<file path="src/rtl/accel_filter_pkg.sv">
// Shared types, limits and helpers for the accelerometer tilt conditioning path.
package accel_filter_pkg;

  localparam int unsigned PWM_W   = 10;
  localparam int          PWM_MAX = 511;
  localparam int          PWM_MIN = -511;

  typedef logic signed [PWM_W-1:0] pwm_set_t;

  // Clamp a signed value into the symmetric PWM range; -512 is never produced.
  function automatic pwm_set_t sat_pwm(input logic signed [31:0] x);
    if (x > 32'(PWM_MAX)) begin
      return PWM_W'(PWM_MAX);
    end else if (x < 32'(PWM_MIN)) begin
      return PWM_W'(PWM_MIN);
    end
    return PWM_W'(x);
  endfunction

endpackage

</file>
<file path="src/rtl/accel_tilt_filter_if.sv">
// Sample-in / filtered-setting-out bus between the sensor front end and the PWM drive.
interface accel_tilt_filter_if
  import accel_filter_pkg::*;
#(
  parameter int unsigned DATA_W = 12
);
  logic                     sample_valid;
  logic signed [DATA_W-1:0] sample_data;
  logic                     filt_valid;
  pwm_set_t                 filt_data;
  logic                     filt_primed;

  modport master (
    output sample_valid, sample_data,
    input  filt_valid, filt_data, filt_primed
  );

  modport slave (
    input  sample_valid, sample_data,
    output filt_valid, filt_data, filt_primed
  );
endinterface

</file>
<file path="src/rtl/accel_tilt_filter_slew_limiter.sv">
// Output stage: moves the held drive setting toward the target by at most MAX_STEP per strobe.
module slew_limiter
  import accel_filter_pkg::*;
#(
  parameter int unsigned MAX_STEP = 16
) (
  input  logic     CLOCK_50,
  input  logic     reset,
  input  logic     in_valid,
  input  pwm_set_t target,
  output logic     out_valid,
  output pwm_set_t out_data
);

  localparam int unsigned DIFF_W = PWM_W + 1;
  localparam logic signed [DIFF_W-1:0] STEP_POS = DIFF_W'(MAX_STEP);

  logic                     valid_q, valid_d;
  pwm_set_t                 data_q, data_d;
  logic signed [DIFF_W-1:0] diff_c, step_c;

  // Clamp the requested change and apply it only on an input strobe.
  always_comb begin
    diff_c  = DIFF_W'(target) - DIFF_W'(data_q);
    step_c  = diff_c;
    data_d  = data_q;
    valid_d = in_valid;
    if (diff_c > STEP_POS) begin
      step_c = STEP_POS;
    end else if (diff_c < -STEP_POS) begin
      step_c = -STEP_POS;
    end
    if (in_valid) begin
      data_d = data_q + PWM_W'(step_c);
    end
  end

  // Output register; reset drops any in-flight strobe and zeroes the drive.
  always_ff @(posedge CLOCK_50) begin
    if (reset) begin
      valid_q <= 1'b0;
      data_q  <= '0;
    end else begin
      valid_q <= valid_d;
      data_q  <= data_d;
    end
  end

  assign out_valid = valid_q;
  assign out_data  = data_q;

endmodule

</file>
<file path="src/rtl/accel_tilt_filter.sv">
// Tilt sample conditioner: moving average -> scale/saturate -> deadband -> slew limit.
module accel_tilt_filter
  import accel_filter_pkg::*;
#(
  parameter int unsigned DATA_W     = 12,
  parameter int unsigned LOG2_DEPTH = 3,
  parameter int unsigned SHIFT      = 2,
  parameter int unsigned DEADBAND   = 4,
  parameter int unsigned MAX_STEP   = 16
) (
  input  logic                CLOCK_50,
  input  logic                reset,
  accel_tilt_filter_if.slave  bus
);

  localparam int unsigned DEPTH = 1 << LOG2_DEPTH;
  localparam int unsigned SUM_W = DATA_W + LOG2_DEPTH;
  localparam int unsigned CNT_W = LOG2_DEPTH + 1;

  // S1 state: window, running sum, pointer, fill count
  logic signed [DATA_W-1:0] win_q [DEPTH];
  logic signed [SUM_W-1:0]  sum_q, sum_d;
  logic [LOG2_DEPTH-1:0]    wr_ptr_q;
  logic [CNT_W-1:0]         cnt_q, cnt_d;
  logic                     primed_q, primed_d;
  logic                     s1_valid_q, s1_valid_d;

  // S2 state: saturated, deadbanded target
  logic signed [SUM_W-1:0]  avg_c, scaled_c;
  pwm_set_t                 sat_c;
  pwm_set_t                 target_q, target_d;
  logic                     s2_valid_q;
  logic                     in_deadband_c;

  // Running-sum update and fill tracking; only a full window feeds the pipe.
  always_comb begin
    sum_d = sum_q;
    cnt_d = cnt_q;
    if (bus.sample_valid) begin
      sum_d = sum_q + SUM_W'(bus.sample_data) - SUM_W'(win_q[wr_ptr_q]);
      if (cnt_q != CNT_W'(DEPTH)) begin
        cnt_d = cnt_q + CNT_W'(1);
      end
    end
    primed_d   = (cnt_d == CNT_W'(DEPTH));
    s1_valid_d = bus.sample_valid && primed_d;
  end

  // S1 registers: window buffer, sum, pointer, count, primed flag.
  always_ff @(posedge CLOCK_50) begin
    if (reset) begin
      for (int unsigned i = 0; i < DEPTH; i++) begin
        win_q[i] <= '0;
      end
      sum_q      <= '0;
      wr_ptr_q   <= '0;
      cnt_q      <= '0;
      primed_q   <= 1'b0;
      s1_valid_q <= 1'b0;
    end else begin
      s1_valid_q <= s1_valid_d;
      cnt_q      <= cnt_d;
      primed_q   <= primed_d;
      sum_q      <= sum_d;
      if (bus.sample_valid) begin
        win_q[wr_ptr_q] <= bus.sample_data;
        wr_ptr_q        <= wr_ptr_q + LOG2_DEPTH'(1);
      end
    end
  end

  // Average, scale to PWM range, saturate, then suppress small tilts.
  always_comb begin
    avg_c         = sum_q >>> LOG2_DEPTH;
    scaled_c      = avg_c >>> SHIFT;
    sat_c         = sat_pwm(32'(scaled_c));
    in_deadband_c = (32'(sat_c) <= $signed(32'(DEADBAND))) &&
                    (32'(sat_c) >= -$signed(32'(DEADBAND)));
    target_d      = target_q;
    if (s1_valid_q) begin
      target_d = in_deadband_c ? '0 : sat_c;
    end
  end

  // S2 registers.
  always_ff @(posedge CLOCK_50) begin
    if (reset) begin
      target_q   <= '0;
      s2_valid_q <= 1'b0;
    end else begin
      target_q   <= target_d;
      s2_valid_q <= s1_valid_q;
    end
  end

  slew_limiter #(
    .MAX_STEP (MAX_STEP)
  ) u_slew (
    .CLOCK_50  (CLOCK_50),
    .reset     (reset),
    .in_valid  (s2_valid_q),
    .target    (target_q),
    .out_valid (bus.filt_valid),
    .out_data  (bus.filt_data)
  );

  assign bus.filt_primed = primed_q;

endmodule
</file>
<file path="src/flat_wrapper.sv">
// flat-port wrapper written by rule: the top's interface ports become plain ports
module accel_tilt_filter_flat import accel_filter_pkg::*;
#(
  parameter int unsigned DATA_W     = 12,
  parameter int unsigned LOG2_DEPTH = 3,
  parameter int unsigned SHIFT      = 2,
  parameter int unsigned DEADBAND   = 4,
  parameter int unsigned MAX_STEP   = 16
)
  (CLOCK_50, reset, bus_sample_valid, bus_sample_data, bus_filt_valid, bus_filt_data, bus_filt_primed);
  accel_tilt_filter_if #(.DATA_W(DATA_W)) bus_i ();
  input  logic CLOCK_50;
  input  logic reset;
  input wire logic [$bits(bus_i.sample_valid)-1:0] bus_sample_valid;
  input wire logic [$bits(bus_i.sample_data)-1:0] bus_sample_data;
  output wire logic [$bits(bus_i.filt_valid)-1:0] bus_filt_valid;
  output wire logic [$bits(bus_i.filt_data)-1:0] bus_filt_data;
  output wire logic [$bits(bus_i.filt_primed)-1:0] bus_filt_primed;
  assign bus_i.sample_valid = bus_sample_valid;
  assign bus_i.sample_data = bus_sample_data;
  assign bus_filt_valid = bus_i.filt_valid;
  assign bus_filt_data = bus_i.filt_data;
  assign bus_filt_primed = bus_i.filt_primed;
  accel_tilt_filter #(.DATA_W(DATA_W), .LOG2_DEPTH(LOG2_DEPTH), .SHIFT(SHIFT), .DEADBAND(DEADBAND), .MAX_STEP(MAX_STEP)) u_core (.CLOCK_50(CLOCK_50), .reset(reset), .bus(bus_i));
endmodule
</file>
<file path="config.mk">
export PLATFORM = sky130hd
export DESIGN_NAME = accel_tilt_filter_flat
export DESIGN_NICKNAME = d
export VERILOG_FILES = /design/src/rtl/accel_filter_pkg.sv /design/src/rtl/accel_tilt_filter_if.sv /design/src/rtl/accel_tilt_filter_slew_limiter.sv /design/src/rtl/accel_tilt_filter.sv /design/src/flat_wrapper.sv
export SDC_FILE = /design/constraint.sdc
export NUM_CORES = 1
export LEC_CHECK = 0
export ABC_AREA = 1
export CAP_MARGIN = 30
export CORE_ASPECT_RATIO = 1.25
export CORE_MARGIN = 3
export CORE_UTILIZATION = 65
export CTS_CLUSTER_DIAMETER = 80
export DETAILED_ROUTE_END_ITERATION = 16
export PLACE_DENSITY = 0.84
export SLEW_MARGIN = 20
export SYNTH_ARGS = -nofsm -noshare
export SYNTH_HDL_FRONTEND = slang
export SYNTH_SLANG_ARGS = --single-unit
</file>
<file path="constraint.sdc">
create_clock -name CLOCK_50 -period 8.2 [get_ports CLOCK_50]
set_input_delay 1.23 -clock CLOCK_50 [delete_from_list [all_inputs] [get_ports CLOCK_50]]
set_output_delay 1.23 -clock CLOCK_50 [all_outputs]
set_load 0.05 [all_outputs]
</file>
==> impl_metrics.csv, run 1 <==
group,metric,value,unit
floorplanning,core_area,0.0124,sq mm
routing,drc,0,
routing,dr.pass1.iters,6,
routing,first_iter_violations,874,
synthesis,syn_nets,1106,
finish,antenna_cells,0,
hold_path,worstHoldPathCells,2,
synthesis,synth_top_area_cell,"edfxtp_1",
sta,clock.fmax,236,MHz
synthesis,ys.flop_type,"edfxtp_1",
sta,tns,0,ns
sta,min_period,4.24,ns
hold_path,worst_hold_path_type,"flip-flop to flip-flop",
placed_design,dp.cells,1193,
routing,num_vias,7009,
setup_path,start_kind,"flip-flop",
pwr,leakage,0.00429,uW
synthesis,synth_cell_types,41,
synthesis,yosysWarningCount,0,
sta,finalCritPeriodShare,0.517,
setup_path,cp-end-kind,"flip-flop",
floorplanning,chipHeight,133,um
run_status,outcome,"finished clean",
clock_tree,cts_tree,"yes",
sta,drv_slew,0,
placed_design,routabilityCongestion,0.935,
floorplanning,boundaryPins,27,
clock_tree,cts_resized,0,
placed_design,dpl.hpwl,14.2,mm
global_routing,grt_pass1_vias,6492,
finish,final_nets,1117,
setup_path,cp.required,8.52,ns
global_routing,track_usage,0.298,
synthesis,synth_area_leaders,"edfxtp_1, dfxtp_1, nor2_1",
flow_run,drv_cap,0,
sta,fin_ws,3.96,ns
clock_tree,cts_hold_buf,0,
sta,rsz0062_at_grt,"no",
setup_path,r2r_cells,15,
finish,drive_above_1_share,0.0575,
synthesis,seq_area_frac_synth,0.460,
pwr,power_density,256,mW/mm^2
sta,clock_skew,0.0166,ns
routing,wl_per_cell,16.8,um
finish,layout.cells.non_filler,1225,
synthesis,synth_common_cells,"nor2_1, inv_1, nand2_1",
setup_path,worst_ep_arrival_time,4.57,ns
routing,drt-total-wl,20.6,mm
global_routing,grt_pass1_wl,32.9,mm
synthesis,async_flop_share,0,
clock_tree,cts.clk_slew.worst_paths,0.06,ns
clock_tree,cts.sinks,145,
routing,drt.antenna.violating_nets,0,
sta,hold_violations,0,
global_routing,grt_max_degree,50,
floorplanning,die_x,108,um
synthesis,netlist_area,0.00840,sq mm
global_routing,grt_antenna_before_repair,0,
synthesis,syn_inst,1037,
floorplanning,rows,45,
finish,area_growth,11.0,%
global_routing,grt_overflow,0,
synthesis,synth_edf_count,96,
sta,maxSlewHeadroom,0.359,
setup_path,worstSetupPathType,"flip-flop to flip-flop",
sta,worst_pin_slew,0.960,ns
clock_tree,cts_buffers,17,
synthesis,synth_top_area_share,0.343,
pwr,finalPower,2390,uW
synthesis,avgSynthCellArea,8.10,sq um
setup_path,cp_max_fo,25,
clock_tree,cts_setup_buffers,0,
clock_tree,clockRootBuffer,"clkbuf_16",
finish,fin_util,0.753,
placed_design,pre_cts_slack,3.90,ns
clock_tree,htreeDepth,4,
synthesis,ys_seq_elements,145,
clock_tree,clk_latency,0.43,ns
finish,fill_cells,917,
routing,drt-vias-per-instance,5.72,
floorplanning,die_area,0.0143,sq mm
synthesis,synth.most_common_cell,"nor2_1",
clock_tree,clockBufferDepth,2,
pwr,ir_worst_vdd,0.144,mV
placed_design,port_buffers,26,
sta,setup_viol,0,
floorplanning,initial_core_util,0.678,
-- sequential cells by signal (all words and copies together) (netlist names), named ones only --
name and flops:
u_core.target_q 10, u_core.s1_valid_q 1, u_core.s2_valid_q 1, u_core.cnt_q 4, u_core.u_slew.out_valid 1, u_core.bus.filt_primed 1
u_core.wr_ptr_q 3, u_core.win_q 96, u_core.u_slew.out_data 10, u_core.sum_q 15
-- path summary, 6_finish.rpt --
kind                      startpoint                  to  slack [ns]
setup / recovery           flip-flop    u_core.sum_q[14]        3.96
hold / removal    u_core.target_q[0]  u_core.target_q[0]        0.47
setup reg to reg           flip-flop    u_core.sum_q[14]        3.96
hold reg to reg   u_core.target_q[0]  u_core.target_q[0]        0.47
-- placed cells by master (no fill, tap or decap), drive strengths merged, types with 17 or more instances in the layout --
cell type,n
nor2,223
clkbuf,17
clkdlybuf4s50,26
edfxtp,96
dfxtp,49
inv,157
nand2,145
nand3,49
o21ai,83
a21oi,60
ha,38
-- report_power, final --
group | switching (uW) | internal (uW) | total (uW)
combinational | 473 | 258 | 731
clock | 331 | 457 | 788
sequential | 36.9 | 831 | 868
total | 841 | 1550 | 2390
-- worst max-delay path, cell delays in order (launching register included) --
cell	delay, ns
dfxtp_1	0.58
inv_1	0.69
o21ai_0	0.25
o22ai_1	0.17
inv_1	0.10
o21ai_0	0.68
fa_1	0.54
inv_1	0.08
ha_1	0.27
a21oi_1	0.26
o31ai_1	0.12
a21o_1	0.16
nand2_1	0.05
nand3_1	0.06
nand2_1	0.09
inv_1	0.03
-- routing by layer --
layer,global-route usage,vias up,part of all wire
met3,0.0494,70,0.072
met1,0.366,3215,0.38
li1,-,3399,-
met5,0,-,0
met4,0.135,0,0.044
met2,0.513,325,0.50
-- per-stage QoR --
step                      area, sq um  hold slack, ns
after detailed placement         8730           0.458
after global placement           8730           0.452
after CTS                        9330           0.468
after floorplan                  8400           0.440
final                            9330           0.465
after global routing             9330           0.490
-- cell families after synthesis --
group                    Yosys count  share of synthesized area
AND/OR/NAND/NOR                  440                      0.219
AO/OA/AOI/OAI                    180                      0.115
adder cells (fa/ha/maj)           54                     0.0947
XOR/XNOR                          19                     0.0198
flip-flops                       145                      0.460
buffers and inverters            199                     0.0914
-- cell type report --
cell class / instances / area, sq um / share of cell area
multi-input cells: 693 / 3770 / 0.404
repair buffers: 29 / 283 / 0.0303
clock buffers: 17 / 425 / 0.0456
well taps: 164 / 205 / 0.0220
clock inverters: 15 / 171 / 0.0184
flip-flops and latches: 145 / 3860 / 0.414
inverters: 162 / 608 / 0.0652
No activity file was read; power rests on OpenSTA's default activity.
==> run 2: changes to the inputs <==
Settings changed: CORE_UTILIZATION 65 to 62, PLACE_DENSITY 0.84 to 0.8.
Clock period 8.2 ns to 4.3 ns, I/O delays scaled along.
==> run 2 against run 1 <==
  * Power increased by 93%
  * Flip-flop and latch count unchanged
  * Clock skew decreased by 0.010 ns
  * Via count increased by 2.6%
  * Highest routed layer unchanged
==> impl_metrics.csv, run 2 (synthesized netlist as in run 1, its figures left out) <==
group,metric,value,unit
run_status,outcome,"finished clean",
setup_path,r2r-start,"u_core.u_slew.out_data[0]",
routing,drt-total-wl,21.8,mm
sta,worst_pin_slew,0.766,ns
setup_path,regToRegEndpoint,"u_core.u_slew.out_data[6]",
sta,drv_slew,0,
sta,whs,0.463,ns
finish,area_growth,13.2,%
setup_path,cp_max_fo,5,
finish,largest-register,"u_core.win_q",
finish,design_area,0.00952,sq mm
pwr,finalPower,4610,uW
setup_path,crit_slowest_cell,"fa_1",
finish,largest_registers,"u_core.win_q (96), u_core.sum_q (15)",
finish,layout_common_cells,"nor2_1, inv_1, nand2_1",
floorplanning,die_area,0.0150,sq mm
global_routing,grt_pass1_wl,35.1,mm
sta,rsz0062_at_grt,"no",
global_routing,grt_pass1_vias,6947,
placed_design,port_buffers,26,
floorplanning,initial_core_util,0.649,
setup_path,r2r_cells,22,
floorplanning,boundaryPins,27,
setup_path,worst_ep_arrival_time,3.84,ns
routing,dr.pass1.iters,8,
flow_run,drv_cap,0,
setup_path,slowest_delay,0.48,ns
clock_tree,clk_latency,0.43,ns
finish,antenna_cells,0,
sta,tns,0,ns
placed_design,place_area,0.00891,sq mm
floorplanning,rows,46,
hold_path,hold_path_end,"u_core.target_q[0]",
routing,drt.antenna.violating_nets,0,
placed_design,pre_cts_slack,0.811,ns
routing,num_vias,7189,
setup_path,start_kind,"flip-flop",
routing,first_iter_violations,515,
finish,final_common_cell,"nor2_1",
global_routing,grt_antenna_before_repair,0,
sta,clock_skew,0.00660,ns
pwr,ir_worst_vdd,0.331,mV
clock_tree,cts_buffers,17,
finish,fill_cells,1017,
setup_path,rrSetupSlack,0.77,ns
clock_tree,cts_hold_buf,0,
floorplanning,die_x,110,um
routing,drt-vias-per-instance,5.75,
sta,min_period,3.53,ns
sta,hold_violations,0,
clock_tree,cts.clk_slew.worst_paths,0.06,ns
finish,drive_above_1_share,0.0711,
floorplanning,core_area,0.0129,sq mm
sta,setup_viol,0,
sta,finalCritPeriodShare,0.820,
routing,drc,0,
hold_path,worst_hold_path_type,"flip-flop to flip-flop",
finish,largest_register_ffs,96,
hold_path,min-delay-start,"u_core.target_q[0]",
placed_design,routabilityCongestion,0.942,
clock_tree,cts_setup_buffers,0,
pwr,leakage,0.00440,uW
global_routing,track_usage,0.314,
setup_path,cp-end-kind,"flip-flop",
placed_design,dpl.hpwl,14.7,mm
setup_path,path_cells,"ha_1, inv_1, fa_1, nand3_1, nand2_2, nand2_2, nand3b_1, nand2_1, nor2_1, nand3_1, nand2_2, nand2_1, nor2_1, ha_1, fa_1, nand3_1, nand2_1, a21oi_1, o21ai_0, xor2_1, o21ai_0, inv_1",
clock_tree,cts_tree,"yes",
pwr,power_density,485,mW/mm^2
finish,final_nets,1139,
clock_tree,clockBufferDepth,2,
setup_path,cp.required,4.62,ns
hold_path,worstHoldPathCells,2,
floorplanning,chipHeight,136,um
sta,clock.fmax,283,MHz
global_routing,grt_max_degree,49,
sta,fin_ws,0.772,ns
setup_path,worstSetupPathType,"flip-flop to flip-flop",
routing,wl_per_cell,17.4,um
clock_tree,cts.sinks,145,
sta,maxSlewHeadroom,0.488,
global_routing,grt_overflow,0,
clock_tree,cts_resized,0,
clock_tree,clockRootBuffer,"clkbuf_16",
clock_tree,htreeDepth,4,
-- run 2: worst max-delay path, delay by kind of cell (launching register included) --
family,cells,cell delay [ns]
adder cells (fa/ha/maj),4,1.29
AND/OR/NAND/NOR,12,1.05
AO/OA/AOI/OAI,3,0.40
flip-flops,1,0.37
XOR/XNOR,1,0.17
buffers and inverters,2,0.14
-- run 2: where the power goes --
| group | switching (uW) | internal (uW) | leakage, uW |
|---|---|---|---|
| Sequential | 58.3 | 1580 | 0.00140 |
| Clock | 570 | 963 | 0.000288 |
| Combinational | 929 | 510 | 0.00272 |
| Total | 1560 | 3060 | 0.00440 |
-- run 2: stage by stage --
| step | cells | utilization |
|---|---|---|
| after detailed placement | 1219 | 0.688 |
| after global placement | 1219 | 0.688 |
| after CTS | 1251 | 0.735 |
| after floorplan | 1037 | - |
| final | 1251 | 0.735 |
| after global routing | 1251 | 0.735 |
-- run 2: routing by layer --
metal / global-route usage / up-vias / part of all wire
met3: 0.0570 / 69 / 0.063
met1: 0.364 / 3369 / 0.38
met4: 0.177 / 0 / 0.053
met5: 0 / - / 0
met2: 0.539 / 303 / 0.51
li1: - / 3448 / -
-- run 2: worst max path at each step --
stage / start / end / slack [ns] / cells past startpoint
floorplan: u_core.u_slew.out_data[0] / u_core.u_slew.out_data[6] / 0.84 / 22
global placement: bus_sample_data[4] / u_core.sum_q[9] / 0.82 / 13
detailed placement: bus_sample_data[5] / u_core.sum_q[14] / 0.81 / 14
CTS: u_core.u_slew.out_data[0] / u_core.u_slew.out_data[6] / 0.79 / 22
global route: u_core.u_slew.out_data[0] / u_core.u_slew.out_data[6] / 0.47 / 22
finish: u_core.u_slew.out_data[0] / u_core.u_slew.out_data[6] / 0.77 / 22
-- run 2: area by class of cell --
cell class | instances | area [sq um] | area share
Inverter | 162 | 608 | 0.0639
Tap cell | 168 | 210 | 0.0221
Timing Repair Buffer | 51 | 460 | 0.0484
Sequential cell | 145 | 3860 | 0.406
Clock buffer | 20 | 437 | 0.0459
Clock inverter | 12 | 165 | 0.0174
Multi-Input combinational cell | 693 | 3770 | 0.396
